--- src/rtl/fir_wb_sequencer.sv ---
// Wishbone master that runs one complete FIR job on fir_wrapper:
// load taps, program length, start, stream X/Y samples, poll ap_done.
module fir_wb_sequencer #(
    parameter logic [31:0] BASE_ADDR = 32'h3000_3000,
    parameter int          NUM_TAPS  = 11,
    parameter logic [11:0] TAP_OFS   = 12'h020,
    parameter logic [11:0] LEN_OFS   = 12'h010,
    parameter logic [11:0] CTRL_OFS  = 12'h000,
    parameter logic [11:0] STRM_OFS  = 12'h080,
    parameter int          TIMEOUT   = 1024
) (
    input  logic        wb_clk_i,
    input  logic        wb_rst_i,
    input  logic        start,
    input  logic [31:0] cfg_len,
    output logic        busy,
    output logic        done,
    output logic        err,
    output logic [3:0]  coef_idx,
    input  logic [31:0] coef_data,
    input  logic        x_tvalid,
    input  logic [31:0] x_tdata,
    output logic        x_tready,
    output logic        y_tvalid,
    output logic [31:0] y_tdata,
    input  logic        y_tready,
    output logic        wbm_valid,
    output logic        wbm_we,
    output logic [3:0]  wbm_sel,
    output logic [31:0] wbm_adr,
    output logic [31:0] wbm_dat_o,
    input  logic [31:0] wbm_dat_i,
    input  logic        wbm_ack
);

    localparam int TW = $clog2(TIMEOUT) + 1;

    typedef enum logic [3:0] {
        S_IDLE,
        S_TAP,
        S_LEN,
        S_GO,
        S_XW,
        S_YR,
        S_YH,
        S_POLL,
        S_FIN,
        S_ERR
    } state_t;

    state_t        state_q;
    logic [31:0]   len_q;
    logic [31:0]   cnt_q;
    logic [31:0]   cnt_d;
    logic [3:0]    idx_q;
    logic [3:0]    idx_d;
    logic [TW-1:0] tmo_q;
    logic [TW-1:0] tmo_d;
    logic          busy_q;
    logic          done_q;
    logic          err_q;
    logic          y_tvalid_q;
    logic [31:0]   y_tdata_q;
    logic          valid_q;
    logic          we_q;
    logic [31:0]   adr_q;
    logic [31:0]   dat_q;

    logic          req_go;
    logic          req_we;
    logic [31:0]   req_adr;
    logic [31:0]   req_dat;
    logic          issue;
    logic          ack_ev;
    logic          tmo_hit;
    logic          last_tap;

    assign cnt_d    = cnt_q + 32'd1;
    assign idx_d    = idx_q + 4'd1;
    assign tmo_d    = tmo_q + 1'b1;
    assign last_tap = (idx_q == 4'(NUM_TAPS - 1));

    // Request decode: what transaction the current state wants to launch.
    always_comb begin
        req_go  = 1'b0;
        req_we  = 1'b0;
        req_adr = 32'd0;
        req_dat = 32'd0;
        unique case (state_q)
            S_TAP: begin
                req_go  = 1'b1;
                req_we  = 1'b1;
                req_adr = BASE_ADDR + {20'd0, TAP_OFS} + {26'd0, idx_q, 2'b00};
                req_dat = coef_data;
            end
            S_LEN: begin
                req_go  = 1'b1;
                req_we  = 1'b1;
                req_adr = BASE_ADDR + {20'd0, LEN_OFS};
                req_dat = len_q;
            end
            S_GO: begin
                req_go  = 1'b1;
                req_we  = 1'b1;
                req_adr = BASE_ADDR + {20'd0, CTRL_OFS};
                req_dat = 32'h1;
            end
            S_XW: begin
                req_go  = x_tvalid;
                req_we  = 1'b1;
                req_adr = BASE_ADDR + {20'd0, STRM_OFS};
                req_dat = x_tdata;
            end
            S_YR: begin
                req_go  = 1'b1;
                req_adr = BASE_ADDR + {20'd0, STRM_OFS};
            end
            S_POLL: begin
                req_go  = 1'b1;
                req_adr = BASE_ADDR + {20'd0, CTRL_OFS};
            end
            default: ;
        endcase
    end

    // A new transaction launches only after the bus has gone idle, so the
    // slave always sees at least one cycle of wbm_valid low between cycles.
    assign issue   = req_go && !valid_q;
    assign ack_ev  = valid_q && wbm_ack;
    assign tmo_hit = valid_q && !wbm_ack && (tmo_q == TW'(TIMEOUT - 1));

    always_ff @(posedge wb_clk_i or posedge wb_rst_i) begin
        if (wb_rst_i) begin
            state_q    <= S_IDLE;
            len_q      <= 32'd0;
            cnt_q      <= 32'd0;
            idx_q      <= 4'd0;
            tmo_q      <= '0;
            busy_q     <= 1'b0;
            done_q     <= 1'b0;
            err_q      <= 1'b0;
            y_tvalid_q <= 1'b0;
            y_tdata_q  <= 32'd0;
            valid_q    <= 1'b0;
            we_q       <= 1'b0;
            adr_q      <= 32'd0;
            dat_q      <= 32'd0;
        end else begin
            done_q <= 1'b0;

            if (issue) begin
                valid_q <= 1'b1;
                we_q    <= req_we;
                adr_q   <= req_adr;
                dat_q   <= req_dat;
                tmo_q   <= '0;
            end else if (ack_ev) begin
                valid_q <= 1'b0;
            end else if (valid_q) begin
                tmo_q <= tmo_d;
            end

            if (tmo_hit) begin
                valid_q <= 1'b0;
                state_q <= S_ERR;
            end else begin
                unique case (state_q)
                    S_IDLE: begin
                        if (start) begin
                            len_q   <= cfg_len;
                            err_q   <= 1'b0;
                            busy_q  <= 1'b1;
                            cnt_q   <= 32'd0;
                            idx_q   <= 4'd0;
                            state_q <= (cfg_len == 32'd0) ? S_FIN : S_TAP;
                        end
                    end
                    S_TAP: begin
                        if (ack_ev) begin
                            if (last_tap) begin
                                idx_q   <= 4'd0;
                                state_q <= S_LEN;
                            end else begin
                                idx_q <= idx_d;
                            end
                        end
                    end
                    S_LEN: if (ack_ev) state_q <= S_GO;
                    S_GO:  if (ack_ev) state_q <= S_XW;
                    S_XW:  if (ack_ev) state_q <= S_YR;
                    S_YR: begin
                        if (ack_ev) begin
                            y_tdata_q  <= wbm_dat_i;
                            y_tvalid_q <= 1'b1;
                            state_q    <= S_YH;
                        end
                    end
                    S_YH: begin
                        if (y_tready) begin
                            y_tvalid_q <= 1'b0;
                            cnt_q      <= cnt_d;
                            state_q    <= (cnt_d == len_q) ? S_POLL : S_XW;
                        end
                    end
                    S_POLL: begin
                        if (ack_ev && wbm_dat_i[1]) state_q <= S_FIN;
                    end
                    S_FIN: begin
                        done_q  <= 1'b1;
                        busy_q  <= 1'b0;
                        state_q <= S_IDLE;
                    end
                    S_ERR: begin
                        err_q   <= 1'b1;
                        busy_q  <= 1'b0;
                        state_q <= S_IDLE;
                    end
                    default: state_q <= S_IDLE;
                endcase
            end
        end
    end

    // The sample is taken on the same edge the stream write launches.
    assign x_tready  = (state_q == S_XW) && !valid_q && x_tvalid;

    assign busy      = busy_q;
    assign done      = done_q;
    assign err       = err_q;
    assign coef_idx  = idx_q;
    assign y_tvalid  = y_tvalid_q;
    assign y_tdata   = y_tdata_q;
    assign wbm_valid = valid_q;
    assign wbm_we    = we_q;
    assign wbm_sel   = 4'hF;
    assign wbm_adr   = adr_q;
    assign wbm_dat_o = dat_q;

endmodule
--- config.mk ---
export PLATFORM = sky130hd
export DESIGN_NAME = fir_wb_sequencer
export DESIGN_NICKNAME = d
export VERILOG_FILES = /design/src/rtl/fir_wb_sequencer.sv
export SDC_FILE = /design/constraint.sdc
export NUM_CORES = 1
export LEC_CHECK = 0
export ABC_CLOCK_PERIOD_IN_PS = 15050
export CAP_MARGIN = 20
export CORE_MARGIN = 2
export CORE_UTILIZATION = 43
export CTS_CLUSTER_DIAMETER = 40
export DETAILED_ROUTE_END_ITERATION = 8
export PLACE_DENSITY = 0.82
export SKIP_CTS_REPAIR_TIMING = 1
export SYNTH_ARGS = -nofsm -noshare
export SYNTH_HDL_FRONTEND = slang
export SYNTH_SLANG_ARGS = --single-unit
--- constraint.sdc ---
create_clock -name wb_clk_i -period 15.05 [get_ports wb_clk_i]
set_input_delay 3.01 -clock wb_clk_i [delete_from_list [all_inputs] [get_ports wb_clk_i]]
set_output_delay 3.01 -clock wb_clk_i [all_outputs]
set_load 0.02 [all_outputs]
Word level (Yosys, flattened, before mapping) --
Index checks and enable logic that the tools add are counted.
Word-level totals: latch bits 0, bits in read-only memories 0, output and inout port bits 111, RAM bits 0, register bits after elaboration 185, memories 0, logic and storage cells 116, input port bits 134
Operators by class: equal/unequal tests 26, add/sub/neg operators 4, reductions and logical operators 32, shift-type cells 0, $mul 0, div/mod/pow operators 0, mux-type cells 39, order comparisons 0, bitwise gates (word level) 1
Operators with widths (count):
- 32-bit case mux with 4 select lines | 1
- 31-bit case mux with 4 select lines | 1
- 32-bit 2-to-1 mux | 2
- 32-bit case mux with 2 select lines | 1
- 4-bit 2-to-1 mux | 14
- 11-bit 2-to-1 mux | 3
- 32-bit by 1-bit adder with 32-bit output (second input constant) | 1
- 32-bit == test | 1
- 32-bit zero test | 1
- 4-bit case mux with 8 select lines | 1
- 30-bit by 6-bit adder with 31-bit output (first input constant) | 1
- 3-bit != test (second input constant) | 9
- 4-bit by 3-bit == test with 1-bit output (second input constant) | 4
- 4-bit == test (second input constant) | 3
- 3-bit AND reduction | 4
- 4-bit AND reduction | 3
- 2-bit nonzero test | 6
- 11-bit by 1-bit adder with 11-bit output (second input constant) | 1
- 11-bit by 10-bit == test with 1-bit output (second input constant) | 1
- 1-bit 2-to-1 mux | 10
- 2-bit != test (second input constant) | 5
- 9-bit AND reduction | 1
- 4-bit by 2-bit == test with 1-bit output (second input constant) | 2
- 1-bit case mux with 2 select lines | 4
- 13 further kinds | 22

Depth between registers and ports, before layout --
word-level depth 6, mapped depth 11, mapped depth without buffers 10

Least setup slack after synthesis --
No wires, ideal clock.
path type input port to output port, from in x_tvalid, to out x_tready, data required time 12.040 ns, path buffers 0, arrival 3.724 ns, path slack 8.316 ns, stages 1, cell sequence nor4b_1
On the way: word-level cells in the longest chain between the ends 1
Ends and longest elaborated chain:
- start: declaration | line 21 | input logic x_tvalid,
- 1-bit logical AND | line 225 | assign x_tready = (state_q == S_XW) && !valid_q && x_tvalid;
- end: declaration | line 23 | output logic x_tready,
No other way between the ends.

Final worst setup path --
Ends and elaborated chain as after synthesis.

==> metrics <==
Pre-antenna DRT Iters=9; PwrDens=166 mW/mm^2; Avg Inst Size Synth=9.85 sq um; Max-Cap Viols=0; CP max FO=2; FF-to-FF path depth=6; worst setup path end=x_tready; CP Launch Point=x_tvalid; vias post-DR=7785; GRT Total Usage=24.1%; Initial DRC Count=934; Worst R2R Setup Slack=11.49 ns; CTS H-Tree Depth=4; final setup violating endpoints=0; Critical Setup Path Class=in2out; total die area=0.0211 sq mm; VDD IR max=0.0000975 V; Clock Tree Root=clkbuf_16; CP Data Arrival Time=4.46 ns; startpoint types=input port; number of synthesized flops with an enable pin=0; CP Capture Type=primary output; layout cells sized above 1=12.0%; first-pass GRT wire length=40600 microns; Synth Flop Type=dfrtp_1; Min-Delay Path Class=reg2reg; main area contributors after synthesis=dfrtp_1 47%, mux2_2 8.4%, o21ai_0 5.4%; YS warnings=0; core area=0.0195 sq mm; Slew Viols, Final=0; vias in the first global route=7419; Synth Cell Area=0.00857 sq mm; WL final=25800 microns; Final period util=49.6%; Slew HR=33.7%; r2r startpoint=state_q[2]$_DFFE_PP0P_; status=completed; count leader, synth=dfrtp_1; number of synthesized register bits=160; Max Clock Freq=0.134 GHz; Seq/Total Area, Yosys=46.7%; reg-to-reg endpoint=wbm_dat_o[12]$_DFFE_PP0P_; final worst slack=7.58 ns; total CTS buffers=17; Fin Setup TNS=0 ns; top cells by instance count after synthesis=160 x dfrtp_1, 96 x nand2_1, 93 x o21ai_0, 64 x mux2_2, 45 x nor2_1; number of diodes=0; io pins=245; Layout area overhead=33.5%; Fin. Hold Viols=0; Clk pin slew, worst setup/hold paths=0.06 ns; Rows=51; post-synth top area cell=dfrtp_1; port bufs=218; Cell variety after synth=61; Die H=145 microns; CTS max path bufs=2; post-layout util=58.6%; Req. time, crit path=12.04 ns; Hold Worst Slack=0.469 ns; DPL Wire Length=18300 microns; Leakage=4.59 nW; DR DRC count=0; CTS tree=yes; largest net degree at the start of global routing=94; Slew @ Worst Pin=0.995 ns; Antenna Nets Post-Route=0; vias per cell=5.84; Pwr Total=1.90 mW; routability cong.=0.913; post-synth top area share=46.7%; clk_skew=0.00913 ns; Syn Inst Count=870; Die X-Extent=145 microns; clk_lat worst skew=0.42 ns; pre-CTS WS=7.56 ns; initial antenna violation count=0; routed len/inst=19.4 microns; Congestion Overflow GR=0; crit path time final=7.47 ns; RSZ-0062 raised after global routing=false; effective utilization at floorplan=43.9%; async set-reset flop share out of synthesis=100%; final net count=1192; clock net sink count=160
-- stage by stage --
stage | area (sq um) | cells
final | 11400 | 1332
after global routing | 11400 | 1332
after CTS | 11400 | 1332
after detailed placement | 10800 | 1300
after global placement | 10800 | 1300
after floorplan | 8660 | 894
-- kinds of logic after synthesis --
kind of cell / share of synthesized area [%]
mux: 8.53
compound gates: 15.8
fa+ha+maj: 0.584
flops: 46.7
xor+xnor: 4.60
simple gates: 17.6
other cells: 0.0877
buf+inv: 6.08
-- placed cells by master, fill, tap and decap left out, drive strengths merged, types with 6 or more instances in the layout --
master,count
conb,26
and3,7
and2,7
dfrtp,160
nor3,19
nand4,18
nand2,96
a21oi,27
nand3,24
clkbuf,23
or3,11
nor4,24
o31ai,20
a222oi,31
or4,6
xnor2,27
clkdlybuf4s50,218
mux2,64
o21ai,95
buf,10
inv,15
a31oi,9
nor2,45
xor2,18
-- report_power, final --
| group | leakage, nW | internal [mW] | switching, mW |
|---|---|---|---|
| combinational | 2.19 | 0.353 | 0.384 |
| clock | 0.312 | 0.291 | 0.174 |
| sequential | 2.08 | 0.553 | 0.147 |
| total | 4.59 | 1.20 | 0.705 |
-- worst min path at each step --
| stage | start | to | slack (ns) | cells after the start |
|---|---|---|---|---|
| 5_1_grt | wbm_dat_o[20]$_DFFE_PP0P_ | wbm_dat_o[20]$_DFFE_PP0P_ | 0.51 | 2 |
| 2_1_floorplan | cnt_q[19]$_DFFE_PP0P_ | cnt_q[19]$_DFFE_PP0P_ | 0.49 | 1 |
| 4_1_cts | wbm_adr[6]$_DFFE_PP0P_ | wbm_adr[6]$_DFFE_PP0P_ | 0.48 | 2 |
| 3_3_place_gp | wbm_adr[6]$_DFFE_PP0P_ | wbm_adr[6]$_DFFE_PP0P_ | 0.45 | 2 |
| 6_report | wbm_adr[6]$_DFFE_PP0P_ | wbm_adr[6]$_DFFE_PP0P_ | 0.47 | 2 |
| 3_5_place_dp | wbm_adr[6]$_DFFE_PP0P_ | wbm_adr[6]$_DFFE_PP0P_ | 0.46 | 2 |
-- metal layers --
layer | up-vias | track usage (%) | routed length (microns)
met4 | 0 | 8.77 | 737
met5 | - | 0 | 0
met3 | 52 | 6.29 | 2350
li1 | 3525 | - | -
met2 | 424 | 38.5 | 12100
met1 | 3784 | 31.9 | 10600
-- layout make-up --
cell class                      count  area, sq um
Fill cell                        1640         8090
Multi-Input combinational cell    633         4160
Sequential cell                   160         4000
Timing Repair Buffer              228         2260
Clock buffer                       23          478
Tap cell                          265          332
Clock inverter                      9          153
Inverter                           14         57.6
-- worst max-delay path, cell delays in order --
cell and delay [ns]:
clkdlybuf4s50_1 0.47, nor4b_1 0.28, clkdlybuf4s50_1 0.70
-- sequential cells by signal, indices dropped and copies added (netlist names) --
name	flops
state_q	4
coef_idx	4
y_tdata	32
wbm_dat_o	32
wbm_we	1
y_tvalid	1
cnt_q	32
done	1
wbm_adr	7
len_q	32
busy	1
err	1
tmo_q	11
wbm_valid	1
No activity file was read; power rests on OpenSTA's default activity.
